[config.mk]
export PLATFORM = sky130hd
export DESIGN_NAME = knight_rider_decoder
export DESIGN_NICKNAME = d
export VERILOG_FILES = /design/src/rtl/knight_rider_pkg.sv /design/src/rtl/kr_onehot_idx.sv /design/src/rtl/knight_rider_decoder.sv
export SDC_FILE = /design/constraint.sdc
export NUM_CORES = 1
export LEC_CHECK = 0
export CAP_MARGIN = 5
export CORE_MARGIN = 1.5
export CORE_UTILIZATION = 35
export DETAILED_ROUTE_END_ITERATION = 8
export PLACE_DENSITY = 0.52
export SETUP_SLACK_MARGIN = 0.02
export SLEW_MARGIN = 25
export SYNTH_ARGS = -nofsm -noshare
export SYNTH_HDL_FRONTEND = slang
export SYNTH_SLANG_ARGS = --single-unit
[constraint.sdc]
create_clock -name clk_i -period 5.5 [get_ports clk_i]
set_input_delay 1.1 -clock clk_i [delete_from_list [all_inputs] [get_ports clk_i]]
set_output_delay 1.1 -clock clk_i [all_outputs]
set_load 0.05 [all_outputs]
[src/rtl/knight_rider_pkg.sv]
// Shared constants, FSM encoding and ring-index to LED mapping for the Knight Rider decoder.
package knight_rider_pkg;

  localparam int unsigned RING_W = 14;
  localparam int unsigned LED_W  = 8;

  typedef enum logic [1:0] {
    ST_IDLE  = 2'b00,
    ST_TRACK = 2'b01,
    ST_FAULT = 2'b10
  } kr_state_e;

  // Ring 0..7 walk up the LED bar, ring 8..13 walk back down over bits 6..1.
  function automatic logic [LED_W-1:0] idx_to_led(input logic [3:0] idx);
    logic [LED_W-1:0] led;
    led = '0;
    if (idx < 4'd8) begin
      led[idx[2:0]] = 1'b1;
    end else if (idx < 4'd14) begin
      led[3'(4'd14 - idx)] = 1'b1;
    end
    return led;
  endfunction

  function automatic logic idx_to_dir(input logic [3:0] idx);
    return (idx >= 4'd7);
  endfunction

endpackage

[src/rtl/kr_onehot_idx.sv]
// Combinational one-hot ring vector to binary index, with a one-hot-valid flag.
module kr_onehot_idx
  import knight_rider_pkg::*;
(
  input  logic [RING_W-1:0] ring_i,
  output logic [3:0]        idx_o,
  output logic              valid_o
);

  always_comb begin
    idx_o   = '0;
    valid_o = $onehot(ring_i);
    for (int unsigned k = 0; k < RING_W; k++) begin
      if (ring_i[k]) idx_o = 4'(k);
    end
  end

endmodule

[src/rtl/knight_rider_decoder.sv]
// Decodes a 14-bit one-hot ring counter into an 8-LED Knight Rider sweep,
// tracking sweep count and latching a sticky fault on illegal ring sequences.
module knight_rider_decoder
  import knight_rider_pkg::*;
#(
  parameter int unsigned SWEEP_W   = 8,
  parameter int unsigned RECOVER_N = 14
) (
  input  logic               clk_i,
  input  logic               sys_rst_ni,
  input  logic [RING_W-1:0]  ring_i,
  input  logic               hold_i,
  output logic [LED_W-1:0]   led_o,
  output logic               dir_o,
  output logic [SWEEP_W-1:0] sweep_cnt_o,
  output logic               err_o,
  output logic [1:0]         state_o
);

  localparam int unsigned      REC_W    = $clog2(RECOVER_N + 1);
  localparam logic [REC_W-1:0] REC_LAST = REC_W'(RECOVER_N - 1);

  kr_state_e          state_q, state_d;
  logic [RING_W-1:0]  r_prev;
  logic [REC_W-1:0]   rec_q, rec_d;
  logic [LED_W-1:0]   led_nxt, led_d;
  logic               dir_nxt, dir_d;
  logic [SWEEP_W-1:0] sweep_d;
  logic               err_d;
  logic [3:0]         idx;
  logic               valid;
  logic               legal_adv, legal_stall;

  kr_onehot_idx u_onehot_idx (
    .ring_i  (ring_i),
    .idx_o   (idx),
    .valid_o (valid)
  );

  assign legal_adv   = valid && (ring_i == {r_prev[RING_W-2:0], r_prev[RING_W-1]});
  assign legal_stall = valid && (ring_i == r_prev);
  assign state_o     = state_q;

  always_comb begin
    state_d = state_q;
    rec_d   = rec_q;
    sweep_d = sweep_cnt_o;
    err_d   = err_o;
    led_nxt = led_o;
    dir_nxt = dir_o;
    unique case (state_q)
      ST_IDLE: begin
        led_nxt = '0;
        if (valid) begin
          state_d = ST_TRACK;
          led_nxt = idx_to_led(idx);
          dir_nxt = idx_to_dir(idx);
        end
      end
      ST_TRACK: begin
        if (legal_adv || legal_stall) begin
          led_nxt = idx_to_led(idx);
          dir_nxt = idx_to_dir(idx);
          // Advancing onto bit 0 can only come from bit 13: one full sweep done.
          if (legal_adv && ring_i[0]) sweep_d = sweep_cnt_o + SWEEP_W'(1);
        end else begin
          state_d = ST_FAULT;
          err_d   = 1'b1;
          led_nxt = '0;
        end
      end
      ST_FAULT: begin
        led_nxt = '0;
        if (legal_adv) begin
          if (rec_q == REC_LAST) begin
            state_d = ST_TRACK;
            rec_d   = '0;
            led_nxt = idx_to_led(idx);
            dir_nxt = idx_to_dir(idx);
          end else begin
            rec_d = rec_q + REC_W'(1);
          end
        end else if (!legal_stall) begin
          rec_d = '0;
        end
      end
      default: state_d = ST_IDLE;
    endcase
    // Hold only freezes the visible pattern; tracking and fault logic keep running.
    led_d = hold_i ? led_o : led_nxt;
    dir_d = hold_i ? dir_o : dir_nxt;
  end

  always_ff @(posedge clk_i or negedge sys_rst_ni) begin
    if (!sys_rst_ni) begin
      state_q     <= ST_IDLE;
      r_prev      <= '0;
      rec_q       <= '0;
      led_o       <= '0;
      dir_o       <= 1'b0;
      sweep_cnt_o <= '0;
      err_o       <= 1'b0;
    end else begin
      state_q     <= state_d;
      r_prev      <= ring_i;
      rec_q       <= rec_d;
      led_o       <= led_d;
      dir_o       <= dir_d;
      sweep_cnt_o <= sweep_d;
      err_o       <= err_d;
    end
  end

endmodule

# Word-level counts from Yosys, hierarchy flattened
# Cells that the tools add are included.
[op_classes]
addsub = 16
n_lt_le_gt_ge = 7
n_eq_ne = 12
muxes = 37
bitwise = 2
reduce_logical = 14
[op_table]
columns = ["op", "count"]
rows = [
  ["2-to-1 mux 8 bit", 6],
  ["2-to-1 mux 4 bit", 9],
  ["== test 14 bit", 2],
  ["adder 4 bit", 6],
  ["case mux 8 bit (3 select lines)", 1],
  ["adder 1 x 1 -> 2 bit", 7],
  ["2-to-1 mux 2 bit", 6],
  ["2-to-1 mux 3 bit", 4],
  ["inequality test 2 bit, second input constant", 6],
  ["adder 8 x 1 -> 8 bit, second input constant", 1],
  ["< comparator 3 x 4 -> 1 bit, second input constant", 2],
  ["< comparator 4 bit, second input constant", 2],
  ["2-to-1 mux 1 bit", 7],
  ["demux 1 bit (select 3 bit)", 2],
  [">= comparator 3 x 1 -> 1 bit, second input constant", 2],
  ["case mux 2 bit (3 select lines)", 1],
  ["AND reduction 2 bit", 3],
  ["AND reduction 6 bit", 1],
  ["logical AND 1 bit", 5],
  ["adder 4 x 1 -> 4 bit, second input constant", 1],
  ["== test 4 x 1 -> 1 bit, second input constant", 1],
  ["== test 4 bit, second input constant", 1],
  [">= comparator 4 x 3 -> 1 bit, second input constant", 1],
  ["AND reduction 4 bit", 1],
  ["9 further kinds", 10],
]
[totals]
regBits = 38
in_bits = 17
out_inout_bits = 20
word_cells = 95

# Depth between registers and ports, before layout
[logic_depth]
word_depth = 23
mapped_depth = 16
depth_no_buf = 15

# By module
# From an unflattened synthesis, not the netlist that was laid out.
[hier_totals]
hier_cells = 248
area_unflattened_um2 = 2457.4
[modules_own_cells]
columns = ["module", "instances", "cells_per_inst", "area_per_inst_um2", "seq_area_each_um2"]
rows = [
  ["knight_rider_decoder", 1, 194, 2013.2, 950.9],
  ["kr_onehot_idx", 1, 54, 444.2, 0.0],
]

# Worst setup path after synthesis
# OpenSTA, ideal clock, no wires.
[synth_path]
path_type = "input to register"
startpoint = "input ring_i[0]"
endpoint = "register sweep_cnt_o[1]"
setup_time_ps = 125
t_arrival_ps = 5457
t_required_ps = 5375
slack_ps = -82
cell_stages = 14
path_buffers = 1
cell_sequence = "ha_1 > inv_1 > fa_1 > fa_1 > fa_1 > inv_1 > ha_1 > fa_1 > or3b_4 > or4_4 > nor4_1 > and3_1 > buf_4 > mux2_2"
[synth_between]
elab_chain_cells = 8
word_cells_on_any_way = 12
cone_classes = "4 x add/sub; 3 x eq/ne; 5 x reduce/logical"
[synth_lines]
columns = ["item", "line", "rtl"]
rows = [
  ["from (decl)", "knight_rider_decoder.sv:11", "input logic [RING_W-1:0] ring_i,"],
  ["adder 1 x 1 -> 2 bit (not written as such)", "kr_onehot_idx.sv:12", "valid_o = $onehot(ring_i);"],
  ["adder 4 bit (not written as such) (3 in series)", "kr_onehot_idx.sv:12", ""],
  ["== test 4 x 1 -> 1 bit", "kr_onehot_idx.sv:12", ""],
  ["logical AND 1 bit (on tied branches)", "knight_rider_decoder.sv:40, knight_rider_decoder.sv:41", ""],
  ["logical OR 1 bit or logical AND 1 bit (tied branches)", "knight_rider_decoder.sv:61, knight_rider_decoder.sv:65", ""],
  ["AND reduction 3 bit (no source line) (*)", "n/a", ""],
  ["to (signal assigned)", "knight_rider_decoder.sv:109", "sweep_cnt_o <= sweep_d;"],
  ["to (decl)", "knight_rider_decoder.sv:15", "output logic [SWEEP_W-1:0] sweep_cnt_o,"],
]
# Mark *: on every way between the ends. The rest lies on a longest branch, timed or not.
# A chain may end at the register's enable or synchronous reset.

# Worst setup path in the final report
[layout_path]
startpoint = "input ring_i[1]"
endpoint = "register state_q[0] (netlist: state_o[0])"
[layout_between]
elab_chain_cells = 9
word_cells_on_any_way = 14
cone_classes = "4 x add/sub; 6 x eq/ne; 4 x reduce/logical"
[layout_lines]
columns = ["item", "line", "rtl"]
rows = [
  ["adder 1 x 1 -> 2 bit (not written as such)", "kr_onehot_idx.sv:12", ""],
  ["adder 4 bit (not written as such) (3 in series)", "kr_onehot_idx.sv:12", ""],
  ["== test 4 x 1 -> 1 bit", "kr_onehot_idx.sv:12", ""],
  ["logical AND 1 bit (on tied branches)", "knight_rider_decoder.sv:40, knight_rider_decoder.sv:41", ""],
  ["logical OR 1 bit", "knight_rider_decoder.sv:61", "if (legal_adv || legal_stall) begin"],
  ["inequality test 2 bit (no source line)", "n/a", ""],
  ["AND reduction 4 bit (no source line) (*)", "n/a", ""],
  ["to (signal assigned)", "knight_rider_decoder.sv:104", "state_q <= state_d;"],
  ["to (decl)", "knight_rider_decoder.sv:23", "kr_state_e state_q, state_d;"],
]
# Marked as above.

==> impl_metrics.py <==
metrics = {
    "cells_and_area": {
        "fin_cells": 408,
        "area_growth_pct": 30.1,
        "fin_nets": 358,
        "drive_gt1_share_pct": 23.7,
        "fin_util_pct": 47.9,
        "antennaDiodeCount": 0,
        "fillers": 654,
        "fin_area_um2": 3320,
    },
    "synthesis": {
        "syn-num-nets": 298,
        "synth_compound_gate_area_share_pct": 11.8,
        "yosys-top-cells-count": "dfrtp_1 (38), inv_1 (31), ha_1 (20)",
        "synth-xor-area-share_pct": 12.7,
        "async_flop_share_pct": 100,
        "synth_seq_area_share_pct": 37.2,
        "synth_area_leaders": "dfrtp_1 (37%), ha_1 (9.8%), fa_1 (7.8%)",
        "yosys.area_share.simple_pct": 13.7,
        "synth_top_area_share_pct": 37.2,
        "avgSynthCellArea_um2": 10.2,
        "ys_warn_count": 0,
        "synthAdderAreaFrac_pct": 17.6,
        "yosysMostFrequentCell": "dfrtp_1",
        "netlist_area_um2": 2560,
        "syn_inst": 251,
        "synth_seq_cells": 38,
        "synth_top_family_by_area": "adder cells",
        "synthFlopType": "dfrtp_1",
        "yosysTopAreaCell": "dfrtp_1",
        "synth_mux_area_share_pct": 1.22,
        "ys_types": 44,
        "synth_edf_count": 0,
    },
    "clock_network": {
        "clk_pin_slew_ns": 0.08,
        "clk_latency_ns": 0.29,
        "cts_tree": "yes",
        "cts.sinks": 38,
        "root_buffer": "clkbuf_8",
        "h-tree-depth": 2,
        "cts-hold-fix-buffers": 0,
        "cts_made_buffers": 5,
        "clk_path_buf_depth": 2,
    },
    "power": {
        "pwr_density_cell_nw_per_um2": 316,
        "combPwrFrac_pct": 49.7,
        "p_leak_uw": 0.00147,
        "power.share.switching_pct": 40.3,
        "p_seq_share_pct": 31.2,
        "clkPwrFrac_pct": 19.1,
        "switchingPower_uw": 424,
        "p_int_uw": 627,
        "vdd_drop_max_v": 0.000106,
        "fin_total_pwr_uw": 1050,
    },
    "placement": {
        "port_buffers": 36,
        "dp_slack_ns": -0.676,
        "post-place-cells": 398,
        "gp_congestion": 0.776,
        "placed_area_um2": 3170,
        "dp_hpwl_um": 4420,
    },
    "routing": {
        "top_layer": "met4",
        "via_per_inst": 4.83,
        "routed_wl_um": 5590,
        "dr_wl_met3_um": 68,
        "drc": 0,
        "ant_nets": 0,
        "dr.pass1.iters": 4,
        "wl_per_cell_um": 13.7,
        "met1_length_um": 2690,
        "route.met2.wl_um": 2780,
        "first_iter_violations": 65,
        "vias": 1972,
    },
    "min_path": {
        "holdCritPathClass": "reg2reg",
    },
    "sta": {
        "fin_crit_sh_pct": 97.5,
        "slew-limit-headroom_pct": 43.2,
        "tightest_slew_ns": 0.851,
        "layout_min_cycle_time_ns": 5.36,
        "rsz0062_at_grt": "no",
        "fin_ws_ns": 0.137,
        "finalSetupViolCount": 0,
        "maxSlewViolCount": 0,
        "fmax_ghz": 0.186,
        "finalHoldViolations": 0,
        "fin_skew_ns": 0.00584,
    },
    "die": {
        "die_h_um": 88.5,
        "ios": 37,
        "dieArea_um2": 7830,
        "initial_core_util_pct": 36.8,
        "die_width_um": 88.5,
        "core_area_um2": 6940,
        "core.rowCount": 30,
    },
    "worst_setup_path": {
        "path_max_fanout": 4,
        "cp_data_arrival_time_ns": 5.58,
        "required_ns": 5.71,
        "critPathCaptureType": "flip-flop",
        "critical_path_class": "in2reg",
        "critPathLaunchType": "input pin",
    },
    "run": {
        "cap_violations": 0,
    },
    "global_route": {
        "grt_start_max_net_pins": 39,
        "antenna_found_initial": 0,
        "grt_pass1_vias": 1993,
        "grt_pass1_wl_um": 9550,
        "grt_usage_pct": 16.1,
        "grt.overflow.total": 0,
    },
    "status": {
        "status": "complete, no violations",
    },
}
[metrics by stage]
stage	hold WS, ns	setup TNS [ns]
after CTS	0.485	0
after global routing	0.506	0
after global placement	0.462	-12.94
after detailed placement	0.463	-14.17
final	0.476	0
after floorplan	0.506	0
[state kept, by name (all words and copies together) (netlist names)]
name,cells
dir_o,1
err_o,1
led_o,8
state_o,2
r_prev,14
rec_q,4
sweep_cnt_o,8
[layout make-up]
cell class	instances	area, um^2	area share (%)
Multi-Input combinational cell	175	1560	46.9
Tap cell	96	120	3.61
Timing Repair Buffer	60	484	14.6
Inverter	31	116	3.50
Clock buffer	6	82.6	2.48
Clock inverter	2	12.5	0.376
Sequential cell	38	951	28.6
[power groups by stage]
| stage | combinational, uW | clock, uW | sequential (uW) |
|---|---|---|---|
| 2_1_floorplan | 270 | 0 | 400 |
| 3_3_place_gp | 497 | 0 | 333 |
| 3_5_place_dp | 498 | 0 | 334 |
| 4_1_cts | 519 | 208 | 328 |
| 5_1_grt | 581 | 222 | 332 |
| 6_report | 522 | 200 | 328 |
[layer usage]
layer,GRT usage (%),vias up
met5,0,-
met4,4.69,0
met3,3.08,2
met2,26.6,18
met1,21.5,968
li1,-,984
[worst paths after layout]
kind,startpoint,to,slack [ns],cells past startpoint
worst max-delay path,ring_i[1],state_o[0]$_DFFE_PN0P_,0.14,15
worst min-delay path,err_o$_DFFE_PN0P_,err_o$_DFFE_PN0P_,0.48,1
worst max register to register,r_prev[11]$_DFF_PN0_,state_o[0]$_DFFE_PN0P_,3.27,6
worst min register to register,err_o$_DFFE_PN0P_,err_o$_DFFE_PN0P_,0.48,1
max in group asynchronous,sys_rst_ni,rec_q[2]$_DFFE_PN0P_,4.05,1
min in group asynchronous,sys_rst_ni,r_prev[5]$_DFF_PN0_,0.92,1
[placed cells by master, fill, tap and decap left out, types with 4 or more instances in the layout]
cell type,count
a32o_1,7
fa_1,7
and3_1,4
nand2_1,13
o21ai_0,9
nand4_1,7
clkbuf_8,6
xor2_1,18
ha_1,12
clkdlybuf4s50_1,23
nor4_1,5
nand3_1,8
nor2_1,8
xnor2_1,19
buf_4,25
inv_1,25
dfrtp_1,38
inv_2,6
a21oi_1,10
ha_4,6
nor3_1,4
buf_2,11
[worst max-delay path: stages]
cell             delay, ns
clkdlybuf4s15_2       0.21
ha_4                  0.16
inv_2                 0.05
fa_1                  0.45
fa_1                  0.52
fa_1                  0.51
inv_1                 0.04
ha_2                  0.16
fa_1                  0.43
or3b_4                0.39
or4_4                 0.49
or4_4                 0.48
a21oi_4               0.21
a21boi_2              0.19
mux2i_1               0.19
[cell families (layout without fill, tap and decap cells)]
logic type / Yosys count / in the layout
AO/OA/AOI/OAI: 42 / 42
XOR/XNOR: 37 / 37
adder cells (fa/ha/maj): 30 / 30
buffers and inverters: 38 / 99
flip-flops: 38 / 38
multiplexers: 3 / 3
AND/OR/NAND/NOR: 63 / 63
[repair_timing]
action / CTS / global route
gates resized for setup: 63 / 5
setup endpoints to repair: 24 / 15
pin swaps: 20 / 7
buffers inserted: 2 / 0
Power figures use the tool's default switching activity.
